**config.mk**
```make
export PLATFORM = sky130hd
export DESIGN_NAME = vga_plot_arbiter
export DESIGN_NICKNAME = d
export VERILOG_FILES = /design/src/rtl/vga_plot_arbiter.sv
export SDC_FILE = /design/constraint.sdc
export NUM_CORES = 1
export LEC_CHECK = 0
export ABC_CLOCK_PERIOD_IN_PS = 2660
export BUFFER_PORTS_ARGS = -buffer_cell sky130_fd_sc_hd__buf_2
export CAP_MARGIN = 20
export CORE_MARGIN = 8
export CORE_UTILIZATION = 53
export DETAILED_ROUTE_END_ITERATION = 16
export PLACE_DENSITY = 0.91
export SYNTH_ARGS = -nofsm -noshare
export SYNTH_HDL_FRONTEND = slang
export SYNTH_SLANG_ARGS = --single-unit
export TNS_END_PERCENT = 10
```
**constraint.sdc**
```tcl
create_clock -name clk -period 2.66 [get_ports clk]
set_clock_uncertainty 0.1 [all_clocks]
set_input_delay 0.532 -clock clk [delete_from_list [all_inputs] [get_ports clk]]
set_output_delay 0.532 -clock clk [all_outputs]
set_load 0.05 [all_outputs]
```
**src/rtl/vga_plot_arbiter.sv**
```systemverilog
// Round-robin arbiter sharing the vga_adapter pixel-write port between NREQ
// producers, with a full-screen clear engine that takes priority over them.
module vga_plot_arbiter #(
  parameter int NREQ           = 3,
  parameter int WIDTH          = 160,
  parameter int HEIGHT         = 120,
  parameter int CLEAR_ON_RESET = 1
) (
  input  logic                     clk,
  input  logic                     rst,
  input  logic [NREQ-1:0]          req,
  input  logic [NREQ*8-1:0]        req_x,
  input  logic [NREQ*7-1:0]        req_y,
  input  logic [NREQ*3-1:0]        req_colour,
  output logic [NREQ-1:0]          grant,
  input  logic                     clear_start,
  input  logic [2:0]               clear_colour,
  output logic                     clear_busy,
  output logic [7:0]               vga_x,
  output logic [6:0]               vga_y,
  output logic [2:0]               vga_colour,
  output logic                     vga_plot,
  output logic                     dbg_state,
  output logic [$clog2(NREQ)-1:0]  dbg_ptr
);

  localparam int PW = $clog2(NREQ);

  // Handshake: a requester holds req and its data stable until grant is seen
  // high at a rising edge; that edge consumes the pixel, which is driven on
  // vga_* with vga_plot one cycle later.
  typedef enum logic {ARB = 1'b0, CLEAR = 1'b1} state_t;

  state_t        state_q, state_d;
  logic [PW-1:0] ptr_q;
  logic [7:0]    cx_q;
  logic [6:0]    cy_q;
  logic [2:0]    colour_q;

  logic          found;
  logic [PW-1:0] gidx;
  logic [PW-1:0] nxt_ptr;
  logic [7:0]    sel_x;
  logic [6:0]    sel_y;
  logic [2:0]    sel_colour;
  logic          sel_in_range;
  logic          grant_any;
  logic          last_px;

  // Two-pass search: first from ptr upward, then wrap to the low indices.
  always_comb begin
    found = 1'b0;
    gidx  = '0;
    for (int i = 0; i < NREQ; i++) begin
      if (!found && req[i] && (i >= int'(ptr_q))) begin
        found = 1'b1;
        gidx  = PW'(i);
      end
    end
    for (int i = 0; i < NREQ; i++) begin
      if (!found && req[i]) begin
        found = 1'b1;
        gidx  = PW'(i);
      end
    end

    grant = '0;
    if (found && (state_q == ARB) && !clear_start && !rst) grant[gidx] = 1'b1;
    grant_any = |grant;

    sel_x      = '0;
    sel_y      = '0;
    sel_colour = '0;
    for (int i = 0; i < NREQ; i++) begin
      if (gidx == PW'(i)) begin
        sel_x      = req_x[8*i +: 8];
        sel_y      = req_y[7*i +: 7];
        sel_colour = req_colour[3*i +: 3];
      end
    end
    sel_in_range = (int'(sel_x) < WIDTH) && (int'(sel_y) < HEIGHT);
    nxt_ptr      = (gidx == PW'(NREQ - 1)) ? '0 : gidx + PW'(1);
  end

  assign last_px    = (cx_q == 8'(WIDTH - 1)) && (cy_q == 7'(HEIGHT - 1));
  assign clear_busy = (state_q == CLEAR);
  assign dbg_state  = (state_q == CLEAR);
  assign dbg_ptr    = ptr_q;

  always_comb begin
    state_d = state_q;
    case (state_q)
      ARB:     if (clear_start) state_d = CLEAR;
      CLEAR:   if (last_px) state_d = ARB;
      default: state_d = ARB;
    endcase
  end

  always_ff @(posedge clk) begin
    if (rst) state_q <= (CLEAR_ON_RESET != 0) ? CLEAR : ARB;
    else     state_q <= state_d;
  end

  always_ff @(posedge clk) begin
    if (rst) begin
      vga_x      <= '0;
      vga_y      <= '0;
      vga_colour <= '0;
      vga_plot   <= 1'b0;
      ptr_q      <= '0;
      cx_q       <= '0;
      cy_q       <= '0;
      colour_q   <= '0;
    end else begin
      case (state_q)
        ARB: begin
          if (clear_start) begin
            colour_q <= clear_colour;
            cx_q     <= '0;
            cy_q     <= '0;
            vga_plot <= 1'b0;
          end else if (grant_any) begin
            // Off-screen pixels are still consumed, just never strobed.
            ptr_q      <= nxt_ptr;
            vga_x      <= sel_x;
            vga_y      <= sel_y;
            vga_colour <= sel_colour;
            vga_plot   <= sel_in_range;
          end else begin
            vga_plot <= 1'b0;
          end
        end
        CLEAR: begin
          vga_x      <= cx_q;
          vga_y      <= cy_q;
          vga_colour <= colour_q;
          vga_plot   <= 1'b1;
          if (cx_q == 8'(WIDTH - 1)) begin
            cx_q <= '0;
            if (!last_px) cy_q <= cy_q + 7'd1;
          end else begin
            cx_q <= cx_q + 8'd1;
          end
        end
        default: vga_plot <= 1'b0;
      endcase
    end
  end

endmodule

```
==> flow_summary_export.csv <==
group,metric,value,unit
yosys,syn_area,2400,um2
power,power_frac_seq,0.488,
critical_path,rrSetupSlack,0.43,ns
sta,setup_ws,0.163,ns
yosys,synthSimpleGateAreaFrac,0.218,
critical_path,critical_path.max_stage_delay,0.57,ns
clock_network,cts_tree,"built",
clock_network,post_cts_resized,0,
critical_path,cp_slowest_cell,"dfxtp_1",
flow_run,drv_cap,0,
sta,grt_setup_unrepaired,"false",
hold_path,min_path_type,"in2reg",
finish,layout.cells.most_common_list,"buf_2, dfxtp_1, nor2_1",
yosys,synth_edf_count,0,
clock_network,clk_latency,0.30,ns
yosys,synth_flop_cell,"dfxtp_1",
yosys,async_flop_share,0,
yosys,yosysWarnings,0,
sta,min_period,2.50,ns
global_routing,overflow,0,
die,rows,24,
yosys,synth-xor-area-share,0.0219,
sta,slew_violations,0,
die,core-area,4350,um2
critical_path,critPathTopFamily,"flip-flops",
sta,slew_headroom,0.647,
die,initial_core_util,0.552,
finish,drive_gt1_frac,0.325,
power,total_power,0.00126,W
sta,worst_pin_slew,0.516,ns
yosys,ys_seq_area_frac,0.333,
sta,setup-tns-final,0,ns
hold_path,hold_start,"clear_colour[0]",
clock_network,cts-root-buf,"clkbuf_8",
power,power_density,428,nW/um2
finish,final_util,0.676,
clock_network,clockBufferDepth,2,
global_routing,grt_use_total,0.199,
detailed_routing,vias_per_cell,6.01,
critical_path,critPathBufInv,1,
sta,fin_crit_sh,0.939,
sta,hold_viol,0,
finish,syn_to_final_growth,22.4,%
global_routing,grt_pass1_vias,2594,
power,power.share.clock,0.389,
detailed_routing,dr.pass1.iters,4,
placed_design,pre_cts_ws,0.212,ns
yosys,avgSynthCellArea,8.04,um2
critical_path,critPathKind,"reg2out",
global_routing,grt_pass1_wl,11800,um
power,p_leak,1.23,nW
yosys,synth.distinct_cells,62,
die,die_h,83.3,um
die,ios,89,
clock_network,htreeDepth,2,
finish,nets,442,
die,die-width,83.3,um
detailed_routing,wl,7070,um
die,dieArea,6950,um2
critical_path,end_kind,"primary output",
detailed_routing,num_vias,2584,
detailed_routing,ant_nets,0,
sta,fmax,400,MHz
sta,holdWs,0.366,ns
placed_design,gp_congestion,0.927,
yosys,synth_top_family_by_area,"compound AO/OA/AOI/OAI gates",
critical_path,worst-path-max-fanout,12,
critical_path,worstReg2RegStart,"dbg_ptr[0]",
yosys,synthMuxAreaShare,0.0469,
yosys,syn_inst,299,
clock_network,cts_setup_buffers,0,
run_status,outcome,"finished, final reports clean",
critical_path,required,2.03,ns
power,sw_frac_of_total,0.245,
detailed_routing,wl_per_cell,16.4,um
power,combPwrFrac,0.123,
placed_design,hpwl,5330,um
critical_path,worstPathArrival,1.87,ns
global_routing,grt_max_degree,38,
finish,n_antenna_cell,0,
detailed_routing,drcViolationCount,0,
yosys,mappedNetlistNets,364,
power,p_sw,0.000308,W
critical_path,cp-start-kind,"flop",
placed_design,port_buffers,88,
clock_network,cts.clk_slew.worst_paths,0.08,ns
global_routing,antenna_found_initial,0,
critical_path,crit_chain,"and2b_4, o31ai_4, nor2_2, buf_2",
sta,setup_viol,0,
yosys,synthAdderAreaFrac,0.0104,
detailed_routing,drt-initial-drc-count,200,
yosys,ys_ff_latch,40,
critical_path,cp-startpoint,"dbg_ptr[0]",
power,power.internal,0.000950,W
clock_network,clock-sinks,40,
clock_network,cts_buffers,5,
yosys,synth_compound_area_frac,0.304,
power,peakVddDrop,0.380,mV
clock_network,hold_buffers,0,
finish,final_common_cell,"buf_2",
==> power groups by stage <==
stage	clock (W)	combinational [W]	sequential, W
after floorplan	0	0.0000741	0.000638
after global placement	0	0.000148	0.000628
after detailed placement	0	0.000153	0.000628
after CTS	0.000502	0.000153	0.000614
after global routing	0.000527	0.000171	0.000615
final	0.000490	0.000155	0.000614
==> final timing paths <==
kind | end | cells past startpoint
setup / recovery | grant[2] | 4
hold / removal | colour_q[0] | 3
setup reg to reg | vga_plot | 5
hold reg to reg | vga_x[7] | 2
==> worst register-to-register path, delay by kind of cell, from the launching register on <==
kind             cells  cell delay [ns]
AO/OA/AOI/OAI        4             1.17
flip-flops           1             0.57
AND/OR/NAND/NOR      1             0.27
==> cell usage after synthesis (2+ instances only) <==
cell,n,area (um2)
o221ai_1,2,17.5
buf_2,9,45.0
nand2b_1,2,12.5
a211oi_1,2,15.0
a21oi_1,13,65.1
o21ai_0,31,155
nand2_1,30,113
o211ai_1,2,15.0
inv_1,7,26.3
buf_4,4,30.0
nand4_1,2,12.5
buf_6,2,22.5
xor2_1,2,17.5
nor2_1,33,124
dfxtp_1,40,801
and3_1,3,18.8
nor3b_2,2,25.0
nor3b_1,3,22.5
nor3_1,3,15.0
a31oi_1,5,31.3
a21o_1,6,45.0
a31o_2,5,43.8
nand3_1,8,40.0
xnor2_1,4,35.0
nand3b_1,3,22.5
a31o_1,6,52.6
a41oi_1,4,35.0
a22oi_1,16,120
mux2i_1,9,90.1
clkbuf_1,7,26.3
ha_1,2,25.0
nor2b_1,2,12.5
==> state kept, by name (all words and copies together), names as in the netlist, 2 cells and up <==
name and flops:
vga_x 8, cx_q 8, vga_y 7, dbg_ptr 2, cy_q 7, vga_colour 3
colour_q 3
==> kinds of logic after synthesis <==
family | Yosys count
buf+inv | 31
mux | 11
fa+ha+maj | 2
simple gates | 103
flops | 40
compound gates | 106
xor+xnor | 6
==> layout make-up <==
type,count,area (um2)
Timing Repair Buffer,95,493
Sequential cell,40,801
Clock buffer,5,68.8
Fill cell,362,1410
Tap cell,52,65.1
Inverter,7,26.3
Multi-Input combinational cell,228,1450
Clock inverter,3,42.5
==> routing by layer <==
layer,part of all wire,vias up,track usage
li1,-,1246,-
met4,0.018,0,0.0735
met3,0.083,13,0.0723
met5,0,-,0
met2,0.50,99,0.354
met1,0.40,1226,0.206
==> stage by stage <==
stage / cells / cell area, um2
final: 430 / 2940
after global routing: 430 / 2940
after CTS: 430 / 2940
after detailed placement: 422 / 2830
after global placement: 422 / 2830
after floorplan: 299 / 2410
Note: power is estimated with default switching activity, not from simulation.
